==> src/rtl/tile_step_sequencer.sv <==
// ---------------------------------------------------------------------------
// tile_step_sequencer
//
// Control sequencer for one tensor-core tile operation. It issues the operand
// load request, then offers N compute steps with valid/ready flow control,
// waits DRAIN_CYCLES cycles and raises a one-cycle completion pulse. An abort
// in any busy state returns to IDLE without a completion pulse.
//
// Optional feature macro: TILE_SEQ_STALL_CNT_EN
//   defined   : stall_cycles counts COMPUTE cycles with step_ready low
//               (saturating, cleared on an accepted start)
//   undefined : stall_cycles is tied to zero
//
// Ports
//   CLK          in   clock, rising edge
//   RST          in   asynchronous active-high reset
//   start        in   begin a tile (sampled in IDLE only)
//   num_steps    in   step count for the tile, saturates to MAX_STEPS
//   abort        in   cancel the operation in progress
//   load_req     out  operand load request (LOAD state)
//   load_ack     in   single-cycle load completion
//   step_valid   out  compute step offered (COMPUTE state)
//   step_ready   in   MAC array accepts the offered step
//   step_idx     out  index of the offered step, 0..N-1
//   busy         out  high in any state other than IDLE
//   done         out  one-cycle completion pulse
//   state_o      out  current state encoding
//   stall_cycles out  stall count (see macro above)
// ---------------------------------------------------------------------------
module tile_step_sequencer #(
    parameter int MAX_STEPS    = 16,
    parameter int STEP_W       = $clog2(MAX_STEPS + 1),
    parameter int DRAIN_CYCLES = 2,
    parameter int STALL_W      = 16
) (
    input  logic               CLK,
    input  logic               RST,
    input  logic               start,
    input  logic [STEP_W-1:0]  num_steps,
    input  logic               abort,
    output logic               load_req,
    input  logic               load_ack,
    output logic               step_valid,
    input  logic               step_ready,
    output logic [STEP_W-1:0]  step_idx,
    output logic               busy,
    output logic               done,
    output logic [2:0]         state_o,
    output logic [STALL_W-1:0] stall_cycles
);

    localparam int DRAIN_W = (DRAIN_CYCLES > 1) ? $clog2(DRAIN_CYCLES) : 1;
    localparam logic [DRAIN_W-1:0] DRAIN_LAST = DRAIN_W'(DRAIN_CYCLES - 1);
    localparam logic [STEP_W-1:0]  STEP_MAX   = STEP_W'(MAX_STEPS);

    typedef enum logic [2:0] {
        IDLE    = 3'd0,
        LOAD    = 3'd1,
        COMPUTE = 3'd2,
        DRAIN   = 3'd3,
        DONE    = 3'd4
    } state_t;

    state_t              state;
    state_t              state_n;
    logic [STEP_W-1:0]   n_reg;
    logic [STEP_W-1:0]   step_cnt;
    logic [DRAIN_W-1:0]  drain_cnt;
    logic                abort_hit;
    logic                last_step;
    logic                start_acc;

    function automatic logic [STEP_W-1:0] sat_steps(input logic [STEP_W-1:0] req);
        if (req > STEP_MAX) begin
            return STEP_MAX;
        end
        return req;
    endfunction

    // Abort is only honoured outside IDLE; in IDLE a simultaneous start wins.
    assign abort_hit = abort && (state != IDLE);
    assign last_step = (step_cnt == (n_reg - 1'b1));
    assign start_acc = (state == IDLE) && start;

    always_ff @(posedge CLK or posedge RST) begin
        if (RST) begin
            state <= IDLE;
        end else begin
            state <= state_n;
        end
    end

    always_comb begin
        state_n = state;
        case (state)
            IDLE: begin
                if (start) begin
                    state_n = (num_steps == '0) ? DONE : LOAD;
                end
            end
            LOAD: begin
                if (load_ack) begin
                    state_n = COMPUTE;
                end
            end
            COMPUTE: begin
                if (step_ready && last_step) begin
                    state_n = DRAIN;
                end
            end
            DRAIN: begin
                if (drain_cnt == DRAIN_LAST) begin
                    state_n = DONE;
                end
            end
            DONE:    state_n = IDLE;
            default: state_n = IDLE;
        endcase
        if (abort_hit) begin
            state_n = IDLE;
        end
    end

    always_ff @(posedge CLK or posedge RST) begin
        if (RST) begin
            n_reg     <= '0;
            step_cnt  <= '0;
            drain_cnt <= '0;
        end else if (abort_hit) begin
            step_cnt  <= '0;
            drain_cnt <= '0;
        end else begin
            case (state)
                IDLE: begin
                    if (start) begin
                        n_reg     <= sat_steps(num_steps);
                        step_cnt  <= '0;
                        drain_cnt <= '0;
                    end
                end
                LOAD: begin
                    if (load_ack) begin
                        step_cnt <= '0;
                    end
                end
                COMPUTE: begin
                    if (step_ready) begin
                        if (last_step) begin
                            drain_cnt <= '0;
                        end else begin
                            step_cnt <= step_cnt + 1'b1;
                        end
                    end
                end
                DRAIN: begin
                    if (drain_cnt != DRAIN_LAST) begin
                        drain_cnt <= drain_cnt + 1'b1;
                    end
                end
                default: begin
                end
            endcase
        end
    end

`ifdef TILE_SEQ_STALL_CNT_EN
    localparam logic [STALL_W-1:0] STALL_MAX = '1;
    logic [STALL_W-1:0] stall_q;

    // Holds through abort so the dispatcher can still read the partial count.
    always_ff @(posedge CLK or posedge RST) begin
        if (RST) begin
            stall_q <= '0;
        end else if (start_acc) begin
            stall_q <= '0;
        end else if ((state == COMPUTE) && !step_ready && (stall_q != STALL_MAX)) begin
            stall_q <= stall_q + 1'b1;
        end
    end

    assign stall_cycles = stall_q;
`else
    logic unused_start_acc;
    assign unused_start_acc = start_acc;
    assign stall_cycles     = '0;
`endif

    assign load_req   = (state == LOAD);
    assign step_valid = (state == COMPUTE);
    assign step_idx   = step_cnt;
    assign busy       = (state != IDLE);
    assign done       = (state == DONE);
    assign state_o    = state;

endmodule

==> config.mk <==
export PLATFORM = sky130hd
export DESIGN_NAME = tile_step_sequencer
export DESIGN_NICKNAME = d
export VERILOG_FILES = /design/src/rtl/tile_step_sequencer.sv
export SDC_FILE = /design/constraint.sdc
export NUM_CORES = 1
export LEC_CHECK = 0
export BUFFER_PORTS_ARGS = -buffer_cell sky130_fd_sc_hd__clkbuf_2
export CORE_MARGIN = 2
export CORE_UTILIZATION = 45
export DETAILED_ROUTE_END_ITERATION = 6
export GPL_ROUTABILITY_DRIVEN = 0
export PLACE_DENSITY_LB_ADDON = 0.05
export SLEW_MARGIN = 20
export SYNTH_ARGS = -nofsm -noshare
export SYNTH_HDL_FRONTEND = slang
export SYNTH_SLANG_ARGS = --single-unit
==> constraint.sdc <==
create_clock -name CLK -period 5.9 [get_ports CLK]
set_clock_uncertainty 0.2 [all_clocks]
set_input_delay 0.885 -clock CLK [delete_from_list [all_inputs] [get_ports CLK]]
set_output_delay 0.885 -clock CLK [all_outputs]
set_load 0.05 [all_outputs]
==> impl_metrics.py <==
metrics = {
    "synthesis": {
        "synth_top_area_cell": "dfrtp_1",
        "async_reset_ff_frac": 1.000,
        "synth_edf_count": 0,
        "netlist_top_cells_count": "16 x buf_4, 14 x dfrtp_1, 11 x nand2_1",
        "netlist_instances": 119,
        "syn_avg_cell_area_um2": 8.664,
        "post-synth-top-count-cell": "buf_4",
        "synth_top_cell_area_share": 0.3398,
        "syn_area_um2": 1031,
        "synth-seq-area-share": 0.3398,
        "synthTopCellsByArea": "dfrtp_1 34%, buf_4 12%, o21ai_0 4.4%",
        "synth-seq-cells": 14,
        "ys.flop_type": "dfrtp_1",
        "synth_cell_type_count": 37,
        "yosysWarnings": 0,
    },
    "sta": {
        "max-slew-margin-rel": 0.6228,
        "drv_slew": 0,
        "max_slew.worst_pin.slew_ns": 0.5627,
        "min_period_ns": 2.598,
        "hold_viol": 0,
        "rsz0062_at_grt": "false",
        "fin_tns_setup_ns": 0,
        "finalSetupViolations": 0,
        "fin_crit_sh": 0.4404,
        "max_freq_mhz": 384.9,
    },
    "finish": {
        "drive_above_1_share": 0.2143,
        "stdcell_area_um2": 1120,
        "diodes": 0,
        "ff_latch_area_um2": 350.3,
        "utilization": 0.5111,
        "multiInputGateArea_um2": 583.1,
        "syn_to_final_growth_pct": 8.616,
        "fillCellCount": 215,
        "fin_nets": 155,
    },
    "cts": {
        "path_clk_slew_ns": 0.08,
        "numCtsBuffers": 3,
        "cts_buffer_depth": 2,
        "root_buffer": "clkbuf_4",
        "cts_sinks": 14,
        "cts_tree": "done",
        "clk_latency_ns": 0.27,
        "cts_hold_buf": 0,
        "cts-resized-gates": 0,
        "h-tree-depth": 1,
        "cts_setup_buffers": 0,
    },
    "floorplan": {
        "core_um2": 2191,
        "rows": 17,
        "die_area_um2": 2690,
        "fp.dieH_um": 51.87,
        "start_util": 0.4706,
        "pin_count": 39,
        "dieWidth_um": 51.87,
    },
    "global_routing": {
        "grt_max_degree": 15,
        "antenna_found_initial": 0,
        "grt.overflow.total": 0,
        "grt_pass1_wl_um": 3505,
        "grt_pass1_vias": 808,
        "grtUsageTotal": 0.1731,
    },
    "critical_path": {
        "cp_max_fo": 13,
        "worstSetupStartpointType": "flip-flop",
        "worstPathCellList": "nor2_1 -> and2_1 -> clkbuf_2",
        "crit_arrival_ns": 1.51,
        "slowest_delay_ns": 0.53,
        "cp_slowest_cell": "dfrtp_1",
        "setup.worst_path.class": "flip-flop to output port",
        "end_kind": "output port",
        "cp.required_ns": 4.82,
    },
    "outcome": {
        "status": "finished, final reports clean",
    },
    "detailed_routing": {
        "wire_per_inst_um": 11.76,
        "vias": 837,
        "wirelength_um": 1976,
        "dr.pass1.iters": 4,
        "antenna_left": 0,
        "initialDrtViolationCount": 10,
        "drc": 0,
        "viasPerCell": 4.982,
    },
    "place": {
        "postPlaceCellArea_um2": 1097,
        "io_buffers": 22,
        "dp_hpwl_um": 1555,
    },
    "power_and_ir_drop": {
        "power.density_nw_per_um2": 411.5,
        "ir_drop_v": 0.0003253,
        "leakage_nw": 0.5626,
    },
    "min_path": {
        "hold_path_class": "flip-flop to flip-flop",
    },
    "job": {
        "drv_cap": 0,
    },
}
[cells in the final DEF, fill, tap and decap left out, types with 5 or more instances in the layout]
master,instances
clkbuf_2,22
conb_1,16
dfrtp_1,14
inv_1,5
nand2_1,11
nand2b_1,5
nand3_1,7
o21ai_0,9
[power by group]
group          switching (mW)  internal, mW
Clock                  0.0295        0.0236
Combinational           0.172        0.0840
Sequential             0.0336         0.119
[layout make-up]
type / count / share of cell area
multi-input combinational: 96 / 0.5207
tap: 28 / 0.03129
sequential: 14 / 0.3129
inverter: 5 / 0.01676
timing repair buffer: 22 / 0.09832
clock buffer: 3 / 0.02011
[worst max-delay path, delay by kind of cell, from the launching register on]
family,cells,cell delay [ns]
flops,1,0.53
buf+inv,1,0.27
simple gates,2,0.45
[metal layers]
layer	track usage	wire, um	part of all wire	up-vias
li1	-	-	-	425
met1	0.2240	918	0.46	383
met2	0.2911	935	0.47	27
met3	0.02011	106	0.054	2
met4	0.07018	14	0.0071	0
met5	0	0	0	-
[through the flow]
| stage | hold slack, ns | cells | power (mW) | worst slack [ns] |
|---|---|---|---|---|
| after floorplan | 0.2726 | 134 | 0.3731 | 3.290 |
| after global placement | 0.3094 | 165 | 0.4117 | 3.489 |
| after detailed placement | 0.3175 | 165 | 0.4120 | 3.494 |
| after CTS | 0.3355 | 168 | 0.4663 | 3.279 |
| after global routing | 0.3670 | 168 | 0.4983 | 3.208 |
| final | 0.3259 | 168 | 0.4609 | 3.302 |
[final timing paths]
kind	startpoint	end	slack [ns]	cells after the start
setup / recovery	state_o[1]$_DFFE_PP0P_	done	3.30	3
min in group asynchronous	RST	state_o[0]$_DFFE_PP0P_	0.42	2
hold reg to reg	n_reg[1]$_DFFE_PP0P_	n_reg[1]$_DFFE_PP0P_	0.33	2
hold / removal	n_reg[1]$_DFFE_PP0P_	n_reg[1]$_DFFE_PP0P_	0.33	2
max in group asynchronous	RST	n_reg[2]$_DFFE_PP0P_	4.71	2
setup reg to reg	n_reg[0]$_DFFE_PP0P_	step_idx[0]$_DFFE_PP0P_	3.66	7
[logic make-up (layout without fill, tap and decap cells)]
logic type,Yosys count,after routing,synth area share
AO/OA/AOI/OAI,20,20,0.1153
XOR/XNOR,7,7,0.07281
adder cells (fa/ha/maj),2,2,0.02427
buffers and inverters,24,30,0.1493
flip-flops,14,14,0.3398
multiplexers,3,3,0.03155
other,1,16,0.003637
AND/OR/NAND/NOR,48,48,0.2633
Power figures use the tool's default switching activity.
